File: src/rtl/taillight_seq.sv
// Turn-signal / brake / hazard tail-light sequencer with a stepped lamp ramp per side.
// Brake support is compiled in only when TAILLIGHT_BRAKE_EN is defined.
module taillight_seq #(
  parameter int unsigned LAMPS = 3,
  parameter int unsigned DIV   = 10000000
) (
  input  logic             clk,
  input  logic             rst,
  input  logic             left_req,
  input  logic             right_req,
  input  logic             hazard_req,
  input  logic             brake,
  output logic [LAMPS-1:0] left_lamps,
  output logic [LAMPS-1:0] right_lamps,
  output logic [3:0]       state
);

  localparam int unsigned CNT_W  = (DIV > 1) ? $clog2(DIV) : 1;
  localparam int unsigned STEP_W = $clog2(LAMPS + 1);
  localparam logic [CNT_W-1:0]  CNT_MAX  = CNT_W'(DIV - 1);
  localparam logic [STEP_W-1:0] STEP_MAX = STEP_W'(LAMPS);

  // Encodings double as the seven-segment mode code driven on state.
  typedef enum logic [3:0] {
    ST_IDLE        = 4'b0000,
    ST_RIGHT       = 4'b0001,
    ST_LEFT        = 4'b0011,
    ST_BRAKE       = 4'b0100,
    ST_BRAKE_RIGHT = 4'b0101,
    ST_BRAKE_LEFT  = 4'b0111,
    ST_HAZ         = 4'b1000
  } mode_e;

  mode_e             mode_q, mode_d;
  logic [CNT_W-1:0]  cnt_q, cnt_d;
  logic [STEP_W-1:0] step_q, step_d;
  logic [LAMPS-1:0]  left_q, left_d, right_q, right_d, ramp;
  logic              brake_en, tick;

`ifdef TAILLIGHT_BRAKE_EN
  assign brake_en = brake;
`else
  logic unused_brake;
  assign unused_brake = brake;
  assign brake_en     = 1'b0;
`endif

  // State register; lamp drives are registered from the next mode/step.
  always_ff @(posedge clk or posedge rst) begin
    if (rst) begin
      mode_q  <= ST_IDLE;
      cnt_q   <= '0;
      step_q  <= '0;
      left_q  <= '0;
      right_q <= '0;
    end else begin
      mode_q  <= mode_d;
      cnt_q   <= cnt_d;
      step_q  <= step_d;
      left_q  <= left_d;
      right_q <= right_d;
    end
  end

  // Mode decode, step sequencing and lamp pattern.
  always_comb begin
    mode_d  = ST_IDLE;
    cnt_d   = '0;
    step_d  = '0;
    left_d  = '0;
    right_d = '0;
    ramp    = '0;
    tick    = (cnt_q == CNT_MAX);

    if (hazard_req || (left_req && right_req)) mode_d = ST_HAZ;
    else if (left_req)  mode_d = brake_en ? ST_BRAKE_LEFT  : ST_LEFT;
    else if (right_req) mode_d = brake_en ? ST_BRAKE_RIGHT : ST_RIGHT;
    else if (brake_en)  mode_d = ST_BRAKE;

    // Any mode change restarts the sequence; steady modes hold at step 0.
    if ((mode_d == mode_q) && (mode_q != ST_IDLE) && (mode_q != ST_BRAKE)) begin
      cnt_d  = tick ? '0 : cnt_q + CNT_W'(1);
      step_d = step_q;
      if (tick) begin
        if (mode_q == ST_HAZ) step_d = (step_q == '0) ? STEP_W'(1) : '0;
        else                  step_d = (step_q == STEP_MAX) ? '0 : step_q + STEP_W'(1);
      end
    end

    for (int i = 0; i < LAMPS; i++) ramp[i] = (STEP_W'(i) < step_d);

    case (mode_d)
      ST_LEFT:        left_d = ramp;
      ST_RIGHT:       right_d = ramp;
      ST_BRAKE_LEFT:  begin left_d = ramp; right_d = '1; end
      ST_BRAKE_RIGHT: begin right_d = ramp; left_d = '1; end
      ST_BRAKE:       begin left_d = '1; right_d = '1; end
      ST_HAZ:         if (step_d != '0) begin left_d = '1; right_d = '1; end
      default:        ;
    endcase
  end

  assign left_lamps  = left_q;
  assign right_lamps = right_q;
  assign state       = mode_q;

endmodule

File: config.mk
export PLATFORM = sky130hd
export DESIGN_NAME = taillight_seq
export DESIGN_NICKNAME = d
export VERILOG_FILES = /design/src/rtl/taillight_seq.sv
export SDC_FILE = /design/constraint.sdc
export NUM_CORES = 1
export LEC_CHECK = 0
export CAP_MARGIN = 15
export CORE_ASPECT_RATIO = 1.2
export CORE_MARGIN = 4
export CORE_UTILIZATION = 56
export DETAILED_ROUTE_END_ITERATION = 8
export DONT_BUFFER_PORTS = 1
export PLACE_DENSITY_LB_ADDON = 0.1
export SYNTH_ARGS = -nofsm -noshare
export SYNTH_HDL_FRONTEND = slang
export SYNTH_SLANG_ARGS = --single-unit
File: constraint.sdc
create_clock -name clk -period 2.3 [get_ports clk]
set_input_delay 0.23 -clock clk [delete_from_list [all_inputs] [get_ports clk]]
set_output_delay 0.23 -clock clk [all_outputs]
set_load 0.005 [all_outputs]
==> results of run 1 <==
==> layout by cell type, fill, tap and decap left out, types with 3 or more instances in the layout <==
cell           count
nor2_1            38
buf_4              4
xnor2_1           14
dlygate4sd3_1      3
nand4_1            5
nand2_1           10
nand3_1            9
ha_1               3
o22ai_1            3
dfrtp_1           35
clkbuf_4           5
nor4_1             5
inv_1             12
xor2_1             9
nor3_1             3
==> metal layers <==
layer	part of all wire [%]	global-route usage, %	vias to the layer above	wire length, µm
met5	0	0	-	0
met2	51	33.53	32	1826
met4	2.2	7.882	0	79
met3	4.7	4.745	8	168
li1	-	-	645	-
met1	42	22.82	648	1475
==> sequential cells by signal, indices dropped and copies added (netlist names) <==
name,flops
cnt_q,24
left_lamps,3
right_lamps,3
state,3
step_q,2
==> cell type report <==
| class | count | area share [%] |
|---|---|---|
| multi-input combinational | 133 | 44.47 |
| sequential | 35 | 43.72 |
| timing repair buffer | 7 | 2.998 |
| clock buffer | 6 | 2.561 |
| inverter | 12 | 2.249 |
| tap | 36 | 2.249 |
| clock inverter | 2 | 1.749 |
==> power breakdown <==
group / leakage [nW] / internal, mW / switching, mW
combinational: 0.300 / 0.0271 / 0.0465
clock: 0.0482 / 0.257 / 0.204
sequential: 0.483 / 0.622 / 0.00876
==> Yosys cell counts (2+ instances only) <==
cell type	count
o22ai_1	3
nor4_1	5
inv_1	12
nand4_1	5
nand3_1	9
mux2i_1	2
clkbuf_1	2
xor2_1	9
ha_1	3
a31oi_1	2
and4_1	2
xnor2_1	14
nor3_1	3
and4bb_1	2
or4_1	2
nand2_1	10
nor2_1	38
buf_2	2
dfrtp_1	35
==> worst paths after layout <==
path / start / to / depth (start not counted)
max: state[0]$_DFF_PP0_ / right_lamps[2]$_DFF_PP0_ / 5
min: right_req / right_lamps[2]$_DFF_PP0_ / 2
max reg2reg: state[0]$_DFF_PP0_ / right_lamps[2]$_DFF_PP0_ / 5
min reg2reg: cnt_q[0]$_DFF_PP0_ / cnt_q[0]$_DFF_PP0_ / 1
max in group asynchronous: rst / cnt_q[9]$_DFF_PP0_ / 3
min in group asynchronous: rst / state[0]$_DFF_PP0_ / 3
==> kinds of logic after synthesis <==
logic type,after synthesis,synth area share (%)
multiplexers,3,1.907
AND/OR/NAND/NOR,91,27.25
AO/OA/AOI/OAI,12,6.131
XOR/XNOR,23,10.97
flip-flops,35,47.68
other,1,0.2042
adder cells (fa/ha/maj),3,2.044
buffers and inverters,17,3.815
==> per-stage QoR <==
stage | cells | worst slack (ns) | total power [mW] | utilization (%)
2_1_floorplan | 185 | 0.2803 | 0.6949 | -
5_1_grt | 231 | 0.09768 | 1.222 | 64.40
4_1_cts | 230 | 0.1586 | 1.176 | 64.08
6_report | 231 | 0.1561 | 1.165 | 64.40
3_3_place_gp | 220 | 0.2153 | 0.7094 | 60.66
3_5_place_dp | 220 | 0.1790 | 0.7136 | 60.66
==> metrics.yaml, run 1 <==
global_route:
  grt_max_degree: 36
  grt_pass1_vias: 1406
  antenna_found_initial: 0
  grt_pass1_wl_um: 6334
  globalRouteOverflowTotal: 0
  grt_use_total_pct: 19.58
final_layout:
  regArea_um2: 875.8
  multiInputGateArea_um2: 890.9
  final_nets: 203
  drive_gt1_share_pct: 12.82
  design_area_um2: 2003
  area_delta_synth_final_pct: 9.060
  diodes: 0
  fillers: 255
synthesis:
  syn-cell-area_um2: 1837
  async_flop_share_pct: 100.0
  synthTopCellsByArea: "dfrtp_1, nor2_1, xnor2_1"
  synth_edf_count: 0
  syn_area_per_cell_um2: 9.928
  yosysTopAreaCell: "dfrtp_1"
  synth-seq-cells: 35
  yosys_warnings: 0
  synthCells: 185
  seq_area_frac_synth_pct: 47.68
  synthesis.nets: 194
  synth_top_area_share_pct: 47.68
  ys.flop_type: "dfrtp_1"
  ys_types: 44
routing:
  wl_per_cell_um: 15.36
  routed_via_density: 5.771
  drtIter0Drc: 64
  ant_nets: 0
  vias: 1333
  drt_wl_total_um: 3548
  dr.pass1.iters: 4
  drc: 0
timing:
  drv_slew: 0
  fin_tns_setup_ns: 0
  fmax_mhz: 466.4
  skew_ns: 0.01720
  hold-worst-slack_ns: 0.02978
  grt_setup_unrepaired: "no"
  setup_viol: 0
  period_needed_ns: 2.144
  period_share_pct: 93.21
  hold_violations: 0
critical_path:
  path_buf_inv: 0
  critPathLaunchType: "flop"
  cp_top_family: "simple AND/OR/NAND/NOR gates"
  cp.arrival_ns: 2.35
  critPathMaxStageDelay_ns: 0.53
  worstSetupPathType: "reg2reg"
  critPathCaptureType: "flop"
  worstPathRequired_ns: 2.51
  path_cells: "or3b_4, mux2_4, or4b_4, o311ai_4, o22ai_1"
  worst_path_max_delay_cell: "or4b_4"
  reg2reg_slack_ns: 0.16
  cp_max_fo: 6
pwr:
  power_density_nw_per_um2: 581.4
  leakage_nw: 0.8320
  peakVddDrop_mv: 0.7828
flow_run:
  drv_cap: 0
floorplanning:
  dieArea_um2: 4264
  num_rows: 22
  core_um2: 3110
  start_util_pct: 59.05
  dieHeight_um: 70.74
  io_pins: 16
  die_w_um: 60.28
worst_hold_path:
  hold_path_class: "in2reg"
clocking:
  ctsResizeCount: 0
  clkTransAtPathRegs_ns: 0.11
  clk_path_buf_depth: 2
  cts_sinks: 35
  worstSkewPairLatency_ns: 0.34
  cts-buffers-inserted: 5
  root_buffer: "clkbuf_4"
  post-cts-setup-buffers: 0
  htree_num_levels: 2
  cts_tree: "yes"
  hold_buffers: 2
place:
  postPlaceCellArea_um2: 1887
  dpl.hpwl_um: 2588
  place_congestion: 0.7985
  port_buffers: 0
run_status:
  status: "completed"
(Power assumes the default switching activity.)
==> run 2: changes to the inputs <==
CAP_MARGIN = 25   (was 15)
CORE_MARGIN = default   (was 4)
PLACE_DENSITY = 0.71   (was default)
PLACE_DENSITY_LB_ADDON = default   (was 0.1)
==> metrics.yaml, run 2 (same netlist as run 1, synthesis figures left out) <==
floorplanning:
  start_util_pct: 59.58  # +0.53 points
  io_pins: 16  # unchanged
  dieArea_um2: 3514  # -18%
  core_um2: 3083  # -0.88%
  num_rows: 22  # unchanged
  dieHeight_um: 64.74  # -8.5%
  die_w_um: 54.28  # -10%
final_layout:
  final_common_cell: "nor2_1"
  largest_reg_flops: 24  # unchanged
  drive_gt1_share_pct: 12.44  # -0.39 points
  diodes: 0  # unchanged
  final_nets: 201  # -0.99%
  area_delta_synth_final_pct: 6.267
  largest-register: "cnt_q"
  multiInputGateArea_um2: 890.9  # unchanged
  fillers: 255  # unchanged
  final_cell_mix: "nor2_1, dfrtp_1, xnor2_1"
  stdcell_count: 229  # -0.87%
  design_area_um2: 1952  # -2.6%
  regArea_um2: 875.8  # unchanged
routing:
  ant_nets: 0  # unchanged
  drc: 0  # unchanged
  wl_per_cell_um: 14.41  # -6.2%
  routed_via_density: 5.869  # +1.7%
  dr.pass1.iters: 7  # +3
  drtIter0Drc: 32  # -50%
  vias: 1344  # +0.83%
  drt_wl_total_um: 3300  # -7.0%
pwr:
  peakVddDrop_mv: 0.3637  # -54%
  leakage_nw: 0.8098  # -2.7%
  power_density_nw_per_um2: 520.1  # -11%
clocking:
  ctsResizeCount: 0  # unchanged
  clkTransAtPathRegs_ns: 0.10  # about the same
  cts_sinks: 35  # unchanged
  htree_num_levels: 2  # unchanged
  cts_tree: "yes"
  worstSkewPairLatency_ns: 0.33  # about the same
  post-cts-setup-buffers: 0  # unchanged
  root_buffer: "clkbuf_4"
  hold_buffers: 2  # unchanged
  clk_path_buf_depth: 2  # unchanged
  cts-buffers-inserted: 5  # unchanged
global_route:
  grt_max_degree: 36  # unchanged
  grt_use_total_pct: 22.04  # +2.5 points
  antenna_found_initial: 0  # unchanged
  grt_pass1_wl_um: 5568  # -12%
  grt_pass1_vias: 1351  # -3.9%
  globalRouteOverflowTotal: 0  # unchanged
timing:
  setup_viol: 0  # unchanged
  fin_tns_setup_ns: 0  # unchanged
  fmax_mhz: 470.9  # +0.95%
  skew_ns: 0.01296  # -0.004241 ns
  period_share_pct: 92.33  # -0.88 points
  drv_slew: 0  # unchanged
  setup_slack_ns: 0.1763  # +0.02021 ns
  hold-worst-slack_ns: 0.02080  # -0.008978 ns
  grt_setup_unrepaired: "no"
  hold_violations: 0  # unchanged
  period_needed_ns: 2.124  # -0.02021 ns
place:
  place_congestion: 0.7975  # -0.13%
  dp_slack_ns: 0.1848  # +0.005801 ns
  postPlaceCellArea_um2: 1879  # -0.40%
  dpl.hpwl_um: 2352  # -9.1%
  port_buffers: 0  # unchanged
  dp.cells: 219  # -0.45%
critical_path:
  critPathCaptureType: "flop"
  worst_path_max_delay_cell: "or4b_4"
  cp_top_family: "simple AND/OR/NAND/NOR gates"
  worstPathRequired_ns: 2.50  # about the same
  worstSetupPathType: "reg2reg"
  path_buf_inv: 0  # unchanged
  critPathLaunchType: "flop"
  cp.arrival_ns: 2.32  # -0.03 ns
  cp_max_fo: 6  # unchanged
  path_cells: "or3b_4, mux2_4, or4b_4, o311ai_4, o22ai_1"
  critPathMaxStageDelay_ns: 0.53  # about the same
run_status:
  status: "completed"
worst_hold_path:
  hold_path_class: "in2reg"
flow_run:
  drv_cap: 0  # unchanged
## run 2: cell types whose count changed in the layout (fill, tap and decap cells not counted)
cell	change
buf_4	-1
bufinv_16	-1
clkbuf_8	-1
clkinv_2	+2
dlygate4sd3_1	-1
## run 2: through the flow
stage / utilization, % / power [mW]
2_1_floorplan: - / 0.6949
3_3_place_gp: 60.96 / 0.7065
3_5_place_dp: 60.96 / 0.7099
4_1_cts: 63.31 / 1.022
5_1_grt: 63.31 / 1.054
6_report: 63.31 / 1.015
## run 2: cell type report
cell class	count	area share [%]
Multi-Input combinational cell	133	45.64
Sequential cell	35	44.87
Inverter	12	2.308
Tap cell	36	2.308
Timing Repair Buffer	5	2.179
Clock buffer	5	1.923
Clock inverter	3	0.7692
## run 2: per-layer routing
metal / vias to the layer above / share of wire, % / wire length [µm] / GRT usage [%]
met3: 7 / 3.5 / 115 / 4.225
met5: - / 0 / 0 / 0
li1: 642 / - / - / -
met1: 656 / 43 / 1428 / 23.56
met2: 39 / 51 / 1683 / 39.02
met4: 0 / 2.2 / 72 / 11.22
## run 2: path summary, 6_finish.rpt
| path | start | end | slack, ns | cells after the start |
|---|---|---|---|---|
| setup / recovery | state[1]$_DFF_PP0_ | left_lamps[2]$_DFF_PP0_ | 0.18 | 5 |
| hold / removal | left_req | state[1]$_DFF_PP0_ | 0.02 | 2 |
| setup reg to reg | state[1]$_DFF_PP0_ | left_lamps[2]$_DFF_PP0_ | 0.18 | 5 |
| hold reg to reg | cnt_q[0]$_DFF_PP0_ | cnt_q[0]$_DFF_PP0_ | 0.49 | 1 |
| max in group asynchronous | rst | cnt_q[15]$_DFF_PP0_ | 1.56 | 3 |
| min in group asynchronous | rst | state[3]$_DFF_PP0_ | 0.42 | 3 |
## run 2: power breakdown
group          switching, mW  total (mW)  internal, mW
Combinational         0.0452      0.0687        0.0235
Sequential           0.00849       0.630         0.622
Clock                  0.202       0.316         0.114
